## src/rtl/gap_symbol_packer.sv

```systemverilog
// -----------------------------------------------------------------------------
// gap_symbol_packer
// Packs the gap-length classifier's one-cycle result codes into words of 2-bit
// symbols. A word closes on a terminator code or when it reaches MAX_SYMS
// symbols, then is held and offered downstream over a valid/ready handshake.
//
// Ports
//   clk         in   rising-edge clock
//   rst         in   asynchronous, active-low reset
//   sym_in      in   classifier code (000 = no event, 001/010/011 = symbol 0/1/2,
//                    111 = terminator, 100/101/110 = illegal)
//   word_out    out  packed symbols, symbol k at [2k+1:2k]; unused slots are 0
//   word_len    out  number of valid symbols in word_out
//   word_valid  out  word_out/word_len hold a complete word
//   word_ready  in   consumer accepts the word while word_valid is high
//   busy        out  packer is not idle
//   ovf         out  sticky: a symbol arrived while a word was being held
//   err         out  sticky: an illegal code was seen
// -----------------------------------------------------------------------------
module gap_symbol_packer #(
    parameter int unsigned MAX_SYMS = 8,
    parameter int unsigned CNT_W    = 4
) (
    input  logic                    clk,
    input  logic                    rst,
    input  logic [2:0]              sym_in,
    output logic [2*MAX_SYMS-1:0]   word_out,
    output logic [CNT_W-1:0]        word_len,
    output logic                    word_valid,
    input  logic                    word_ready,
    output logic                    busy,
    output logic                    ovf,
    output logic                    err
);

    localparam int unsigned WORD_W = 2 * MAX_SYMS;

    typedef enum logic [1:0] {
        ST_IDLE    = 2'd0,
        ST_COLLECT = 2'd1,
        ST_HOLD    = 2'd2
    } state_t;

    state_t              r_state;
    logic [WORD_W-1:0]   r_word;
    logic [CNT_W-1:0]    r_len;
    logic                r_valid;
    logic                r_busy;
    logic                r_ovf;
    logic                r_err;

    state_t              w_state_nx;
    logic [WORD_W-1:0]   w_word_nx;
    logic [CNT_W-1:0]    w_len_nx;
    logic                w_ovf_nx;
    logic                w_err_nx;

    logic                w_is_sym;
    logic                w_is_term;
    logic                w_illegal;
    logic [1:0]          w_sym;
    logic [CNT_W-1:0]    w_len_inc;
    logic [WORD_W-1:0]   w_slot_ins;

    // Code decode: 001..011 carry a symbol, 111 terminates, 1xx otherwise is illegal
    assign w_is_term = (sym_in == 3'b111);
    assign w_is_sym  = !sym_in[2] && (sym_in[1:0] != 2'b00);
    assign w_illegal = sym_in[2] && !w_is_term;
    assign w_sym     = sym_in[1:0] - 2'd1;
    assign w_len_inc = r_len + CNT_W'(1);

    // New symbol placed in the slot indexed by the current length
    always_comb begin
        w_slot_ins = '0;
        for (int unsigned k = 0; k < MAX_SYMS; k++) begin
            if (CNT_W'(k) == r_len) begin
                w_slot_ins[2*k +: 2] = w_sym;
            end
        end
    end

    // Next-state and next-output logic
    always_comb begin
        w_state_nx = r_state;
        w_word_nx  = r_word;
        w_len_nx   = r_len;
        w_ovf_nx   = r_ovf;
        w_err_nx   = r_err | w_illegal;

        case (r_state)
            ST_IDLE: begin
                // A terminator with nothing collected is ignored (no empty words)
                if (w_is_sym) begin
                    w_word_nx  = WORD_W'(w_sym);
                    w_len_nx   = CNT_W'(1);
                    w_state_nx = ST_COLLECT;
                end
            end

            ST_COLLECT: begin
                if (w_is_sym) begin
                    // Unused slots are always zero, so OR-ing in the new slot is safe
                    w_word_nx = r_word | w_slot_ins;
                    w_len_nx  = w_len_inc;
                    if (w_len_inc == CNT_W'(MAX_SYMS)) begin
                        w_state_nx = ST_HOLD;
                    end
                end else if (w_is_term) begin
                    w_state_nx = ST_HOLD;
                end
            end

            ST_HOLD: begin
                if (word_ready) begin
                    // Handshake; a same-cycle symbol starts the next word directly
                    if (w_is_sym) begin
                        w_word_nx  = WORD_W'(w_sym);
                        w_len_nx   = CNT_W'(1);
                        w_state_nx = ST_COLLECT;
                    end else begin
                        w_word_nx  = '0;
                        w_len_nx   = '0;
                        w_state_nx = ST_IDLE;
                    end
                end else if (w_is_sym) begin
                    w_ovf_nx = 1'b1;
                end
            end

            default: begin
                w_word_nx  = '0;
                w_len_nx   = '0;
                w_state_nx = ST_IDLE;
            end
        endcase
    end

    // State and output registers
    always_ff @(posedge clk or negedge rst) begin
        if (!rst) begin
            r_state <= ST_IDLE;
            r_word  <= '0;
            r_len   <= '0;
            r_valid <= 1'b0;
            r_busy  <= 1'b0;
            r_ovf   <= 1'b0;
            r_err   <= 1'b0;
        end else begin
            r_state <= w_state_nx;
            r_word  <= w_word_nx;
            r_len   <= w_len_nx;
            r_valid <= (w_state_nx == ST_HOLD);
            r_busy  <= (w_state_nx != ST_IDLE);
            r_ovf   <= w_ovf_nx;
            r_err   <= w_err_nx;
        end
    end

    assign word_out   = r_word;
    assign word_len   = r_len;
    assign word_valid = r_valid;
    assign busy       = r_busy;
    assign ovf        = r_ovf;
    assign err        = r_err;

endmodule
```

## config.mk

```make
export PLATFORM = sky130hd
export DESIGN_NAME = gap_symbol_packer
export DESIGN_NICKNAME = d
export VERILOG_FILES = /design/src/rtl/gap_symbol_packer.sv
export SDC_FILE = /design/constraint.sdc
export NUM_CORES = 1
export LEC_CHECK = 0
export CORE_MARGIN = 4
export CORE_UTILIZATION = 52
export DETAILED_ROUTE_END_ITERATION = 10
export GPL_TIMING_DRIVEN = 0
export PLACE_DENSITY = 0.93
export SYNTH_ARGS = -nofsm -noshare
export SYNTH_HDL_FRONTEND = slang
export SYNTH_SLANG_ARGS = --single-unit
```

## constraint.sdc

```tcl
create_clock -name clk -period 2.9 [get_ports clk]
set_clock_uncertainty 0.15 [all_clocks]
set_input_delay 0.87 -clock clk [delete_from_list [all_inputs] [get_ports clk]]
set_output_delay 0.87 -clock clk [all_outputs]
set_load 0.05 [all_outputs]
```

==> results.sh, run 1 <==
export IMPL_outcome="completed"
export IMPL_core_area_um2=2280
export IMPL_pin_count=30
export IMPL_pre_cts_slack_ns=-0.260
export IMPL_numPortBuffers=29
export IMPL_syn2layout_area_growth_pct=27.2
export IMPL_slew_viol_final=0
export IMPL_grt_ovfl_total=0
export IMPL_yosys_top_cells_count="26 x dfrtp_1, 16 x o2bb2ai_1, 9 x nand3_1"
export IMPL_place_hpwl_um=2060
export IMPL_grt_max_degree=27
export IMPL_hp_class="register to register"
export IMPL_slew_headroom_pct=24.4
export IMPL_critical_path_class="primary input to register"
export IMPL_worst_ep_required_time_ns=2.96
export IMPL_ctsResizeCount=0
export IMPL_clock_path_buffers=2
export IMPL_antenna_found_initial=0
export IMPL_cap_violations=0
export IMPL_ant_nets=0
export IMPL_post_drt_wl_per_cell_um=16.5
export IMPL_die_x_um=57.6
export IMPL_rr_endpoint="word_out[1]"
export IMPL_grt_first_pass_wirelength_um=5090
export IMPL_async_flop_share_pct=100
export IMPL_drtPass1Iterations=4
export IMPL_clockRootBuffer="clkbuf_4"
export IMPL_synth_distinct_cells=36
export IMPL_ys_ff_latch=26
export IMPL_cts_tree="yes"
export IMPL_cts_buffers=3
export IMPL_timing_rr_start="word_len[0]"
export IMPL_grt_usage_pct=19.5
export IMPL_yosysTopAreaCell="dfrtp_1"
export IMPL_clock_latency_ns=0.32
export IMPL_gp_routability_congestion=0.790
export IMPL_synth_most_common_cell="dfrtp_1"
export IMPL_synth_edff_count=0
export IMPL_critPathMaxFanout=10
export IMPL_cp_end_kind="register"
export IMPL_die_h_um=57.6
export IMPL_p_leak_nw=0.703
export IMPL_drt_total_wl_um=2830
export IMPL_postCtsSetupRepairBufs=0
export IMPL_layout_setup_ws_ns=0.0785
export IMPL_min_from="err"
export IMPL_fmaxAchievable_mhz=354
export IMPL_reg2regPathDepth=5
export IMPL_final_period_utilization_pct=97.3
export IMPL_cts_htree_levels=1
export IMPL_synthTopCellsByArea="dfrtp_1 51%, o2bb2ai_1 11%, ha_1 5.9%"
export IMPL_crit_path_start_kind="primary input"
export IMPL_die_area_um2=3320
export IMPL_ys_flop_type="dfrtp_1"
export IMPL_seq_area_frac_synth_pct=50.8
export IMPL_power_mw=1.60
export IMPL_diodes=0
export IMPL_min_to="err"
export IMPL_reg2reg_slack_ns=0.77
export IMPL_first_iter_violations=23
export IMPL_syn_inst=111
export IMPL_regArea_um2=651
export IMPL_holdPathStages=1
export IMPL_fin_nets=157
export IMPL_avgSynthCellArea_um2=11.5
export IMPL_grt_pass1_vias=1078
export IMPL_syn_nets=123
export IMPL_netlist_area_um2=1280
export IMPL_core_rowCount=17
export IMPL_ir_drop_uv=695
export IMPL_whs_ns=0.332
export IMPL_tightest_slew_ns=1.13
export IMPL_multi_input_area_um2=558
export IMPL_synth_top_area_share_pct=50.8
export IMPL_cts_hold_buf=0
export IMPL_setup_violations=0
export IMPL_clock_sinks=26
export IMPL_start_util_pct=56.2
export IMPL_hold_violations=0
export IMPL_remaining_drc_errors=0
export IMPL_cellPowerDensity_nw_per_um2=982
export IMPL_yosysWarnings=0
export IMPL_fillCellCount=186
export IMPL_vias=1022
export IMPL_cp_arrival_ns=2.89
export IMPL_drive_gt1_share_pct=5.59
export IMPL_rsz0062_at_grt="false"
export IMPL_clk_pin_slew_ns=0.14
export IMPL_period_needed_ns=2.82
export IMPL_viasPerCell=5.98
-- power by group --
part	leakage, nW	internal (mW)	total (mW)	switching, mW
logic	0.352	0.318	0.891	0.572
registers	0.337	0.467	0.552	0.0854
clock network	0.0138	0.0488	0.156	0.107
total	0.703	0.834	1.60	0.765
-- cells by family after synthesis --
group                      Yosys count  synth area share [%]
AOI/OAI and AO/OA                   34                  21.2
xor gates and xnor gates             1                 0.684
adders and majority gates            6                  5.86
buffers and inverters               12                  5.57
DFF                                 26                  50.8
muxes                                2                  1.56
and+or+nand+nor                     30                  14.3
-- layout make-up --
cell class | instances | share of cell area (%)
buffer | 6 | 3.00
tap | 28 | 2.15
multi-input combinational | 73 | 34.3
sequential | 26 | 40.0
clock buffer | 3 | 1.38
timing repair buffer | 29 | 17.8
inverter | 6 | 1.38
-- worst max-delay path: stages --
cell             delay [ns]
clkdlybuf4s50_1        0.53
inv_1                  0.08
ha_1                   0.24
or4_4                  0.49
buf_6                  0.15
and2_4                 0.15
buf_6                  0.13
buf_8                  0.13
o2bb2ai_1              0.12
-- per-layer routing --
metal	track usage (%)	part of all wire [%]	wire length, µm	vias to the layer above
li1	-	-	-	483
met1	27.8	47	1330	493
met2	31.0	46	1320	37
met3	3.12	4.8	135	9
met4	4.97	1.8	51	0
met5	0	0	0	-
-- worst max-delay path by stage --
stage | from | to | cells past startpoint
after floorplan | sym_in[0] | word_out[11] | 8
after global placement | sym_in[0] | word_out[5] | 9
after detailed placement | sym_in[0] | word_out[12] | 9
after CTS | sym_in[0] | word_out[3] | 9
after global routing | sym_in[0] | word_out[3] | 9
final | sym_in[0] | word_out[3] | 9
-- state kept, by name (all words and copies together), names as in the netlist --
name        count
word_out       16
word_len        4
r_state         2
err             1
busy            1
ovf             1
word_valid      1
-- layout by cell type, fill, tap and decap left out, drive strengths merged, types with 3 or more instances in the layout --
| master | instances |
|---|---|
| o2bb2ai | 16 |
| nor2 | 4 |
| inv | 6 |
| a21oi | 3 |
| ha | 6 |
| buf | 3 |
| clkdlybuf4s50 | 29 |
| clkbuf | 6 |
| o21bai | 3 |
| nand3 | 9 |
| dfrtp | 26 |
-- per-stage QoR --
stage	instances	TNS [ns]	area (µm²)	utilization, %
2_1_floorplan	111	0	1280	-
3_3_place_gp	168	-3.17	1610	70.5
3_5_place_dp	168	-3.32	1610	70.5
4_1_cts	171	0	1630	71.5
5_1_grt	171	0	1630	71.5
6_report	171	0	1630	71.5
(Power assumes the default switching activity.)
==> inputs of run 2 (changes only) <==
--- a/config.mk
+++ b/config.mk
@@ -7,9 +7,12 @@
 export LEC_CHECK = 0
 export CORE_MARGIN = 4
 export CORE_UTILIZATION = 52
+export CTS_CLUSTER_DIAMETER = 100
 export DETAILED_ROUTE_END_ITERATION = 10
+export GPL_ROUTABILITY_DRIVEN = 0
 export GPL_TIMING_DRIVEN = 0
 export PLACE_DENSITY = 0.93
+export RECOVER_POWER = 25
 export SYNTH_ARGS = -nofsm -noshare
 export SYNTH_HDL_FRONTEND = slang
 export SYNTH_SLANG_ARGS = --single-unit
==> run 2 against run 1 <==
  * Wire length unchanged
  * Setup slack is the same
  * Cell count is the same
  * Register-to-register slack hardly changed
  * Clock power barely moved
  * Hold slack did not move
  * Power is essentially flat
  * Critical path depth is the same
  * Sequential share of layout area stayed put
  * Critical path type unchanged
==> results.sh, run 2 (synthesis results as in run 1) <==
export IMPL_p_sw_uw=765
export IMPL_core_area_um2=2280
export IMPL_grt_max_degree=27
export IMPL_drive_gt1_share_pct=5.59
export IMPL_cts_htree_levels=1
export IMPL_die_x_um=57.6
export IMPL_cts_buffers=3
export IMPL_grt_usage_pct=19.5
export IMPL_post_drt_wl_per_cell_um=16.5
export IMPL_grt_pass1_vias=1078
export IMPL_grt_first_pass_wirelength_um=5090
export IMPL_crit_path_start_kind="primary input"
export IMPL_core_rowCount=17
export IMPL_setup_tns_final_ns=0
export IMPL_antenna_found_initial=0
export IMPL_ir_drop_uv=695
export IMPL_layout_setup_ws_ns=0.0785
export IMPL_clockPowerShare_pct=9.8
export IMPL_clock_sinks=26
export IMPL_dp_cells=168
export IMPL_top_layer="met4"
export IMPL_cp_end_kind="register"
export IMPL_critical_path_class="primary input to register"
export IMPL_numPortBuffers=29
export IMPL_hp_class="register to register"
export IMPL_drtPass1Iterations=4
export IMPL_cts_tree="yes"
export IMPL_viasPerCell=5.98
export IMPL_grt_ovfl_total=0
export IMPL_fmaxAchievable_mhz=354
export IMPL_seqPwrFrac_pct=34.5
export IMPL_place_hpwl_um=2060
export IMPL_most_common_layout_cells="28 x clkdlybuf4s50_1, 26 x dfrtp_1, 16 x o2bb2ai_1, 9 x nand3_1"
export IMPL_whs_ns=0.332
export IMPL_tightest_slew_ns=1.14
export IMPL_drt_total_wl_um=2830
export IMPL_ctsResizeCount=0
export IMPL_slew_viol_final=0
export IMPL_outcome="completed"
export IMPL_pre_cts_slack_ns=-0.260
export IMPL_clockRootBuffer="clkbuf_4"
export IMPL_internal_power_uw=833
export IMPL_clk_pin_slew_ns=0.14
export IMPL_p_comb_share_pct=55.7
export IMPL_critPathMaxFanout=10
export IMPL_vias=1022
export IMPL_fin_nets=157
export IMPL_postCtsSetupRepairBufs=0
export IMPL_remaining_drc_errors=0
export IMPL_slew_headroom_pct=23.7
export IMPL_power_mw=1.60
export IMPL_p_leak_nw=0.703
export IMPL_die_h_um=57.6
export IMPL_cts_hold_buf=0
export IMPL_syn2layout_area_growth_pct=27.2
export IMPL_worst_ep_required_time_ns=2.96
export IMPL_dr_wl_met2_um=1320
export IMPL_cap_violations=0
export IMPL_diodes=0
export IMPL_wl_met3_um=135
export IMPL_m1WireLength_um=1330
export IMPL_cellPowerDensity_nw_per_um2=982
export IMPL_rsz0062_at_grt="false"
export IMPL_pin_count=30
export IMPL_first_iter_violations=23
export IMPL_clock_latency_ns=0.32
export IMPL_final_period_utilization_pct=97.3
export IMPL_start_util_pct=56.2
export IMPL_cp_arrival_ns=2.89
export IMPL_period_needed_ns=2.82
export IMPL_final_cells=171
export IMPL_largest_reg_flops=16
export IMPL_clock_path_buffers=2
export IMPL_switching_share_pct=47.9
export IMPL_final_common_cell="clkdlybuf4s50_1"
export IMPL_ant_nets=0
export IMPL_hold_violations=0
export IMPL_setup_violations=0
export IMPL_die_area_um2=3320
## run 2: layer usage
metal / track usage (%) / vias up
met5: 0 / -
met4: 4.97 / 0
met3: 3.12 / 9
met2: 31.0 / 37
met1: 27.8 / 493
li1: - / 483
## run 2: worst paths after layout
path | end | cells after the start | slack (ns) | startpoint
setup / recovery | word_out[3] | 9 | 0.08 | sym_in[0]
hold / removal | err | 1 | 0.33 | err
setup reg to reg | word_out[1] | 5 | 0.77 | word_len[0]
hold reg to reg | err | 1 | 0.33 | err
max in group asynchronous | word_out[8] | 1 | 0.87 | rst
min in group asynchronous | busy | 1 | 1.05 | rst
## run 2: power by group through the flow
| stage | clock network, mW | logic (mW) | registers [mW] |
|---|---|---|---|
| after floorplan | 0 | 0.241 | 0.905 |
| after global placement | 0 | 0.873 | 0.551 |
| after detailed placement | 0 | 0.889 | 0.556 |
| after CTS | 0.154 | 0.895 | 0.551 |
| after global routing | 0.177 | 0.941 | 0.571 |
| final | 0.156 | 0.890 | 0.552 |
## run 2: critical path, cell delays in order
cell	delay (ns)
clkdlybuf4s50_1	0.53
inv_1	0.08
ha_1	0.24
or4_4	0.49
buf_6	0.15
and2_4	0.15
buf_6	0.13
buf_8	0.13
o2bb2ai_1	0.12
## run 2: final cells by class
type | count | area [µm²]
Inverter | 6 | 22.5
Tap cell | 28 | 35.0
Sequential cell | 26 | 651
Multi-Input combinational cell | 73 | 558
Clock buffer | 3 | 22.5
Fill cell | 186 | 648
Buffer | 6 | 48.8
Timing Repair Buffer | 29 | 290
## run 2: per-stage QoR
step	utilization (%)	cell area, µm²
6_report	71.5	1630
2_1_floorplan	-	1280
3_3_place_gp	70.5	1610
4_1_cts	71.5	1630
3_5_place_dp	70.5	1610
5_1_grt	71.5	1630
